==> src/rtl/ps2_scan_decoder.sv <==
// ps2_scan_decoder: pops PS/2 set-2 scan bytes from a receive FIFO and tracks the held key
module ps2_scan_decoder #(
    parameter int CNT_W = 8
) (
    input  logic             clk,
    input  logic             clr,
    input  logic [7:0]       data,
    input  logic             ready,
    input  logic             overflow,
    output logic             nextdata_n,
    output logic [7:0]       key_code,
    output logic             key_ext,
    output logic             key_valid,
    output logic [7:0]       key_ascii,
    output logic [CNT_W-1:0] press_cnt,
    output logic             make_evt,
    output logic             break_evt,
    output logic             err
);
    typedef enum logic [1:0] {IDLE, POP, SETTLE} state_t;
    state_t state, state_nx;
    logic [7:0] byte_q;
    logic [7:0] asc;
    logic ext_pend, brk_pend;
    logic is_ext, is_brk, is_junk, same_key;
    assign is_ext   = byte_q == 8'hE0;
    assign is_brk   = byte_q == 8'hF0;
    assign is_junk  = byte_q inside {8'h00, 8'hAA, 8'hE1, 8'hEE, 8'hFA, 8'hFE, 8'hFF};
    assign same_key = key_valid && byte_q == key_code && ext_pend == key_ext;
    // state register; clr drops any in-flight pop
    always_ff @(posedge clk or posedge clr) begin
        if (clr) state <= IDLE;
        else     state <= state_nx;
    end
    // next state and pop strobe; ready only matters in IDLE
    always_comb begin
        state_nx   = IDLE;
        nextdata_n = 1'b1;
        if (state == IDLE && ready) state_nx = POP;
        if (state == POP) begin
            state_nx   = SETTLE;
            nextdata_n = 1'b0;
        end
    end
    // byte latch and decode of the latched byte at the end of POP
    always_ff @(posedge clk or posedge clr) begin
        if (clr) begin
            byte_q    <= 8'h00;
            ext_pend  <= 1'b0;
            brk_pend  <= 1'b0;
            key_code  <= 8'h00;
            key_ext   <= 1'b0;
            key_valid <= 1'b0;
            press_cnt <= '0;
            make_evt  <= 1'b0;
            break_evt <= 1'b0;
        end else begin
            make_evt  <= 1'b0;
            break_evt <= 1'b0;
            if (state == IDLE && ready) byte_q <= data;
            if (state == POP) begin
                if (is_ext) ext_pend <= 1'b1;
                else if (is_brk) brk_pend <= 1'b1;
                else begin
                    ext_pend <= 1'b0;
                    brk_pend <= 1'b0;
                    if (!is_junk && brk_pend && same_key) begin
                        key_valid <= 1'b0;
                        break_evt <= 1'b1;
                    end
                    if (!is_junk && !brk_pend && !same_key) begin
                        key_code  <= byte_q;
                        key_ext   <= ext_pend;
                        key_valid <= 1'b1;
                        press_cnt <= press_cnt + CNT_W'(1);
                        make_evt  <= 1'b1;
                    end
                end
            end
        end
    end
    // sticky overflow flag
    always_ff @(posedge clk or posedge clr) begin
        if (clr)           err <= 1'b0;
        else if (overflow) err <= 1'b1;
    end
    // set-2 to ASCII lookup for letters, digits, space and enter
    always_comb begin
        asc = 8'h00;
        case (key_code)
            8'h1C: asc = 8'h61;
            8'h32: asc = 8'h62;
            8'h21: asc = 8'h63;
            8'h23: asc = 8'h64;
            8'h24: asc = 8'h65;
            8'h2B: asc = 8'h66;
            8'h34: asc = 8'h67;
            8'h33: asc = 8'h68;
            8'h43: asc = 8'h69;
            8'h3B: asc = 8'h6A;
            8'h42: asc = 8'h6B;
            8'h4B: asc = 8'h6C;
            8'h3A: asc = 8'h6D;
            8'h31: asc = 8'h6E;
            8'h44: asc = 8'h6F;
            8'h4D: asc = 8'h70;
            8'h15: asc = 8'h71;
            8'h2D: asc = 8'h72;
            8'h1B: asc = 8'h73;
            8'h2C: asc = 8'h74;
            8'h3C: asc = 8'h75;
            8'h2A: asc = 8'h76;
            8'h1D: asc = 8'h77;
            8'h22: asc = 8'h78;
            8'h35: asc = 8'h79;
            8'h1A: asc = 8'h7A;
            8'h45: asc = 8'h30;
            8'h16: asc = 8'h31;
            8'h1E: asc = 8'h32;
            8'h26: asc = 8'h33;
            8'h25: asc = 8'h34;
            8'h2E: asc = 8'h35;
            8'h36: asc = 8'h36;
            8'h3D: asc = 8'h37;
            8'h3E: asc = 8'h38;
            8'h46: asc = 8'h39;
            8'h29: asc = 8'h20;
            8'h5A: asc = 8'h0D;
            default: asc = 8'h00;
        endcase
    end
    assign key_ascii = (key_valid && !key_ext) ? asc : 8'h00;
endmodule

==> config.mk <==
export PLATFORM = sky130hd
export DESIGN_NAME = ps2_scan_decoder
export DESIGN_NICKNAME = d
export VERILOG_FILES = /design/src/rtl/ps2_scan_decoder.sv
export SDC_FILE = /design/constraint.sdc
export NUM_CORES = 1
export LEC_CHECK = 0
export ABC_AREA = 1
export CELL_PAD_IN_SITES_DETAIL_PLACEMENT = 1
export CELL_PAD_IN_SITES_GLOBAL_PLACEMENT = 2
export CORE_MARGIN = 5
export CORE_UTILIZATION = 31
export CTS_CLUSTER_DIAMETER = 50
export DETAILED_ROUTE_END_ITERATION = 10
export GPL_TIMING_DRIVEN = 1
export PLACE_DENSITY_LB_ADDON = 0.1
export SLEW_MARGIN = 20
export SYNTH_ARGS = -nofsm -noshare
export SYNTH_HDL_FRONTEND = slang
export SYNTH_SLANG_ARGS = --single-unit
==> constraint.sdc <==
create_clock -name clk -period 5.35 [get_ports clk]
set_clock_uncertainty 0.2 [all_clocks]
set_input_delay 1.07 -clock clk [delete_from_list [all_inputs] [get_ports clk]]
set_output_delay 1.07 -clock clk [all_outputs]
set_load 0.02 [all_outputs]
==> flow_metrics.env, run 1 <==
export IMPL_synth_seq_area_share=0.320
export IMPL_hpwl_mm=6.30
export IMPL_syn_cell_area_sq_um=2580
export IMPL_setup_violations=0
export IMPL_slew_headroom=0.619
export IMPL_grt_pass1_wl_mm=14.2
export IMPL_drtAntennaViolNets=0
export IMPL_power_density_nw_per_um2=565
export IMPL_rrSetupSlack_ns=2.97
export IMPL_synth_nets=417
export IMPL_required_ns=4.08
export IMPL_h_tree_depth=2
export IMPL_tns_ns=0
export IMPL_endpoint_kind="output port"
export IMPL_startpoint="key_code[1]"
export IMPL_area_delta_synth_final_pct=22.1
export IMPL_drive_gt1_frac=0.0718
export IMPL_io_buffers=40
export IMPL_leakage_nw=1.58
export IMPL_r2r_end="key_code[0]"
export IMPL_cts_root_buf="clkbuf_8"
export IMPL_initial_core_util=0.316
export IMPL_ir_worst_vdd_mv=0.233
export IMPL_endpoint="key_ascii[0]"
export IMPL_instances_no_fill=537
export IMPL_grt_util_all_layers=0.173
export IMPL_yosysTopAreaCell="dfrtp_1"
export IMPL_cts_clk_slew_worst_paths_ns=0.08
export IMPL_fp_dieW_um=101
export IMPL_grt_start_max_net_pins=34
export IMPL_syn_avg_cell_area_sq_um=6.51
export IMPL_worst_slew_pin_transition_ns=0.571
export IMPL_hold_buffers=0
export IMPL_yosysWarnings=0
export IMPL_num_io_pins=42
export IMPL_min_period_over_period=0.757
export IMPL_status="completed"
export IMPL_hold_class="flip-flop to flip-flop"
export IMPL_core_area_sq_um=8180
export IMPL_cts_tree="yes"
export IMPL_ff2ff_path_depth=10
export IMPL_vias_per_cell=4.97
export IMPL_synth_edf_count=0
export IMPL_antenna_cells=0
export IMPL_synth_flop_cell="dfrtp_1"
export IMPL_worst_setup_path_type="flip-flop to output port"
export IMPL_dr_pass1_iters=4
export IMPL_synth_most_common_cell="nand2_1"
export IMPL_period_minus_slack_ns=4.05
export IMPL_clock_latency_ns=0.29
export IMPL_cts_buffers=5
export IMPL_fp_dieH_um=101
export IMPL_cp_data_arrival_time_ns=2.78
export IMPL_final_nets=451
export IMPL_cts_resized_gates=0
export IMPL_clockBufferDepth=2
export IMPL_synthCells=397
export IMPL_routed_wl_mm=8.55
export IMPL_route_detailed_drc=0
export IMPL_finalPower_mw=1.78
export IMPL_drt_iter0_markers=94
export IMPL_cts_sinks=33
export IMPL_fmax_mhz=247
export IMPL_die_area_sq_um=10300
export IMPL_r2r_start="key_code[3]"
export IMPL_rows=33
export IMPL_async_flop_share=1.00
export IMPL_cts_setup_buffers=0
export IMPL_hold_violations=0
export IMPL_synth_top_area_share=0.320
export IMPL_cp_max_fo=9
export IMPL_vias=2671
export IMPL_overflow=0
export IMPL_ys_seq_elements=33
export IMPL_startpoint_type="flip-flop"
export IMPL_rsz0062_at_grt="no"
export IMPL_wl_per_cell_um=15.9
export IMPL_placed_cells=529
export IMPL_ys_types=29
export IMPL_slew_viol_final=0
export IMPL_antenna_found_initial=0
export IMPL_cap_violations=0
export IMPL_yosys_top_cells_area="dfrtp_1 (32%), nand2_1 (21%), nor2_1 (6.0%)"
export IMPL_grt_pass1_vias=2758
export IMPL_min_path_cells=1
export IMPL_place_congestion=0.877
export IMPL_yosys_top_cells_count="nand2_1 (142), nor2_1 (41), dfrtp_1 (33)"
==> area by class of cell <==
type,count,area [sq um]
flip-flops and latches,33,826
well taps,105,131
clock buffers,6,82.6
fillers,1070,5020
repair buffers,41,408
clock inverters,2,37.5
inverters,39,146
multi-input cells,311,1520
==> power by group <==
| group | total (mW) | leakage (nW) | internal, mW | switching, mW |
|---|---|---|---|---|
| sequential | 0.476 | 0.415 | 0.318 | 0.159 |
| combinational | 1.05 | 1.11 | 0.396 | 0.655 |
| clock | 0.254 | 0.0574 | 0.152 | 0.102 |
| total | 1.78 | 1.58 | 0.865 | 0.916 |
==> how the worst min path moves through the flow <==
stage	startpoint	end	slack, ns
6_report	err	err	0.28
5_1_grt	err	err	0.30
4_1_cts	err	err	0.28
3_5_place_dp	err	err	0.26
3_3_place_gp	err	err	0.25
2_1_floorplan	state[1]	state[1]	0.28
==> cell usage in the layout (no fill, tap or decap), drive strengths merged, types with 2 or more instances in the layout <==
cell type      netlist  final
nor3                 3      3
or2                  3      3
o21ai               28     28
clkbuf               2      6
a21oi               18     18
a31oi                2      2
nand4               24     24
xnor2                2      2
nor2                46     46
clkdlybuf4s50        0     40
xor2                 3      3
ha                   8      8
nand2              148    148
o211ai               3      3
dfrtp               33     33
nand3               20     20
inv                 38     38
==> flip-flops by register name, summed over array words and instances, names as in the netlist <==
name and cells:
make_evt 1, break_evt 1, brk_pend 1, key_valid 1, press_cnt 8, ext_pend 1, err 1, byte_q 8
key_code 8, state 2, key_ext 1
==> per-layer routing <==
layer  GRT usage  vias up  share of wire
met5           0        -              0
met3      0.0262       12          0.035
met1       0.239     1259           0.49
met4      0.0419        0          0.015
li1            -     1352              -
met2       0.284       48           0.46
==> cells by family (layout without fill, tap and decap cells) <==
logic type	count (synthesis)	after routing	synth area share
adder cells (fa/ha/maj)	8	8	0.0387
buffers and inverters	53	88	0.0906
AND/OR/NAND/NOR	244	244	0.425
AO/OA/AOI/OAI	53	53	0.108
other	1	1	0.00145
XOR/XNOR	5	5	0.0170
flip-flops	33	33	0.320
==> worst max-delay path, cell delays in order, from the launching register on <==
cell and delay (ns):
dfrtp_1 0.53, inv_1 0.21, ha_1 0.36, a21oi_1 0.11, or2_2 0.34, o21ai_0 0.15
nand2_1 0.07, a21oi_1 0.12, clkdlybuf4s50_1 0.61
==> through the flow <==
| step | util | instance area (sq um) | hold WS, ns | setup WS [ns] |
|---|---|---|---|---|
| 6_report | 0.386 | 3160 | 0.280 | 1.30 |
| 5_1_grt | 0.386 | 3160 | 0.299 | 1.13 |
| 4_1_cts | 0.386 | 3160 | 0.283 | 1.29 |
| 3_5_place_dp | 0.371 | 3040 | 0.262 | 1.62 |
| 3_3_place_gp | 0.371 | 3040 | 0.253 | 1.71 |
| 2_1_floorplan | - | 2580 | 0.277 | 2.08 |
No activity file was read; power rests on OpenSTA's default activity.
==> inputs of run 2 (changes only) <==
--- a/config.mk
+++ b/config.mk
@@ -9,7 +9,7 @@
 export CELL_PAD_IN_SITES_DETAIL_PLACEMENT = 1
 export CELL_PAD_IN_SITES_GLOBAL_PLACEMENT = 2
 export CORE_MARGIN = 5
-export CORE_UTILIZATION = 31
+export CORE_UTILIZATION = 26
 export CTS_CLUSTER_DIAMETER = 50
 export DETAILED_ROUTE_END_ITERATION = 10
 export GPL_TIMING_DRIVEN = 1
==> constraint.sdc (replaced) <==
create_clock -name clk -period 3.6 [get_ports clk]
set_clock_uncertainty 0.2 [all_clocks]
set_input_delay 0.72 -clock clk [delete_from_list [all_inputs] [get_ports clk]]
set_output_delay 0.72 -clock clk [all_outputs]
set_load 0.02 [all_outputs]
==> run 2 against run 1 <==
Clock power is 38% higher. Register-to-register slack worse by 1.7 ns. Sequential share of layout area is 0.73 points lower. Die area is 17% higher. Final cell count is 6.9% higher. Clock-buffer cell count is 1 lower. Critical path depth stayed put. Via count is 0.45% higher. Utilization is 5.1 points lower. Total power is 53% higher. Sequential cell count stayed put. Cell area is 3.2% higher. Critical endpoint unchanged.
==> flow_metrics.env, run 2 (synthesis gave the netlist of run 1 again) <==
export IMPL_status="completed"
export IMPL_fin_hold_ws_ns=0.290
export IMPL_antenna_found_initial=0
export IMPL_cts_root_buf="clkbuf_8"
export IMPL_fmax_mhz=292
export IMPL_final_nets=461
export IMPL_layout_common_cells="nand2_1 (142), nor2_1 (41), clkdlybuf4s50_1 (40)"
export IMPL_cap_violations=0
export IMPL_clockBufferDepth=2
export IMPL_fillerInstances=1253
export IMPL_multiInputGateArea_sq_um=1520
export IMPL_overflow=0
export IMPL_rrSetupSlack_ns=1.31
export IMPL_rsz0062_at_grt="no"
export IMPL_setup_slack_ns=0.177
export IMPL_fp_dieW_um=110
export IMPL_vias_per_cell=4.67
export IMPL_cp_buffers_inverters=2
export IMPL_grt_pass1_wl_mm=14.5
export IMPL_cp_max_fo=7
export IMPL_hold_class="flip-flop to flip-flop"
export IMPL_dp_slack_ns=0.425
export IMPL_h_tree_depth=2
export IMPL_seqCellArea_sq_um=828
export IMPL_core_area_sq_um=9730
export IMPL_rows=36
export IMPL_hold_violations=0
export IMPL_startpoint_type="flip-flop"
export IMPL_crit_chain="inv_1 > ha_1 > a21oi_1 > or2_2 > o21ai_0 > nand2_1 > a21oi_1 > clkdlybuf4s50_1"
export IMPL_worst_setup_path_type="flip-flop to output port"
export IMPL_slew_viol_final=0
export IMPL_reg_top3="byte_q (8), key_code (8), press_cnt (8)"
export IMPL_final_core_util=0.335
export IMPL_cp_slowest_stage_delay_ns=0.62
export IMPL_wl_per_cell_um=15.3
export IMPL_endpoint_kind="output port"
export IMPL_cts_sinks=33
export IMPL_hpwl_mm=6.52
export IMPL_drtAntennaViolNets=0
export IMPL_routed_wl_mm=8.80
export IMPL_stdcell_area_sq_um=3260
export IMPL_antenna_cells=0
export IMPL_io_buffers=40
export IMPL_cp_common_cell="a21oi_1"
export IMPL_dr_pass1_iters=4
export IMPL_critPathTopFamily="buffers and inverters"
export IMPL_grt_pass1_vias=2717
export IMPL_grt_start_max_net_pins=34
export IMPL_cp_data_arrival_time_ns=2.50
export IMPL_clock_latency_ns=0.29
export IMPL_vias=2683
export IMPL_leakage_nw=1.62
export IMPL_setup_violations=0
export IMPL_grt_util_all_layers=0.154
export IMPL_mostFrequentLayoutCell="nand2_1"
export IMPL_cts_buffers=5
export IMPL_placed_cells=562
export IMPL_period_minus_slack_ns=3.42
export IMPL_fp_dieH_um=110
export IMPL_cts_clk_slew_worst_paths_ns=0.07
export IMPL_drt_iter0_markers=85
export IMPL_ir_worst_vdd_mv=0.274
export IMPL_tns_ns=0
export IMPL_die_area_sq_um=12000
export IMPL_required_ns=2.68
export IMPL_place_congestion=0.824
export IMPL_route_detailed_drc=0
export IMPL_cpMaxStageDelayCell="clkdlybuf4s50_1"
export IMPL_min_period_over_period=0.951
export IMPL_initial_core_util=0.266
export IMPL_postPlaceCellArea_sq_um=3110
export IMPL_cts_tree="yes"
export IMPL_drive_gt1_frac=0.0975
export IMPL_num_io_pins=42
export IMPL_instances_no_fill=574
export IMPL_finalPower_mw=2.72
export IMPL_hold_buffers=0
export IMPL_power_density_nw_per_um2=835
export IMPL_area_delta_synth_final_pct=26.0
==> run 2: cell types whose count changed in the layout (fill, tap and decap cells not counted) <==
| cell | before | now |
|---|---|---|
| clkbuf_8 | 6 | 5 |
| dfrtp_2 | 0 | 2 |
| buf_4 | 1 | 11 |
| dfrtp_1 | 33 | 31 |
| inv_1 | 32 | 31 |
| clkinv_2 | 0 | 1 |
==> run 2: where the power goes <==
part | switching (mW) | internal (mW)
clock | 0.149 | 0.201
combinational | 1.05 | 0.652
sequential | 0.188 | 0.475
total | 1.39 | 1.33
==> run 2: final timing paths <==
path                                   from      endpoint  cells past startpoint
worst max register to register  key_code[6]  press_cnt[4]                     10
worst max-delay path            key_code[1]  key_ascii[0]                      8
worst min register to register          err           err                      1
worst min-delay path                    err           err                      1
max in group asynchronous               clr   key_code[2]                      3
min in group asynchronous               clr      state[1]                      3
==> run 2: final cells by class <==
| cell class | count | area share |
|---|---|---|
| timing repair buffer | 51 | 0.148 |
| tap | 133 | 0.0511 |
| multi-input combinational | 311 | 0.468 |
| sequential | 33 | 0.254 |
| clock buffer | 5 | 0.0211 |
| inverter | 39 | 0.0461 |
| clock inverter | 2 | 0.0108 |
==> run 2: worst register-to-register path, cell delays in order, from the launching register on <==
cell	delay, ns
dfrtp_1	0.62
inv_1	0.23
nand2_1	0.11
nand2_1	0.12
nor2_1	0.14
nand2_1	0.07
nor2_2	0.12
nand2_4	0.17
nand3_4	0.28
nand2_1	0.10
nand2_1	0.07
==> run 2: per-layer routing <==
metal	up-vias	track usage	wire (um)
li1	1360	-	-
met1	1270	0.218	4460
met2	47	0.248	3990
met3	6	0.0270	283
met4	0	0.0294	70
met5	-	0	0
==> run 2: timing repair <==
item	CTS	global route
resized for setup	0	3
endpoints found under the setup margin	0	6
setup buffers	0	5
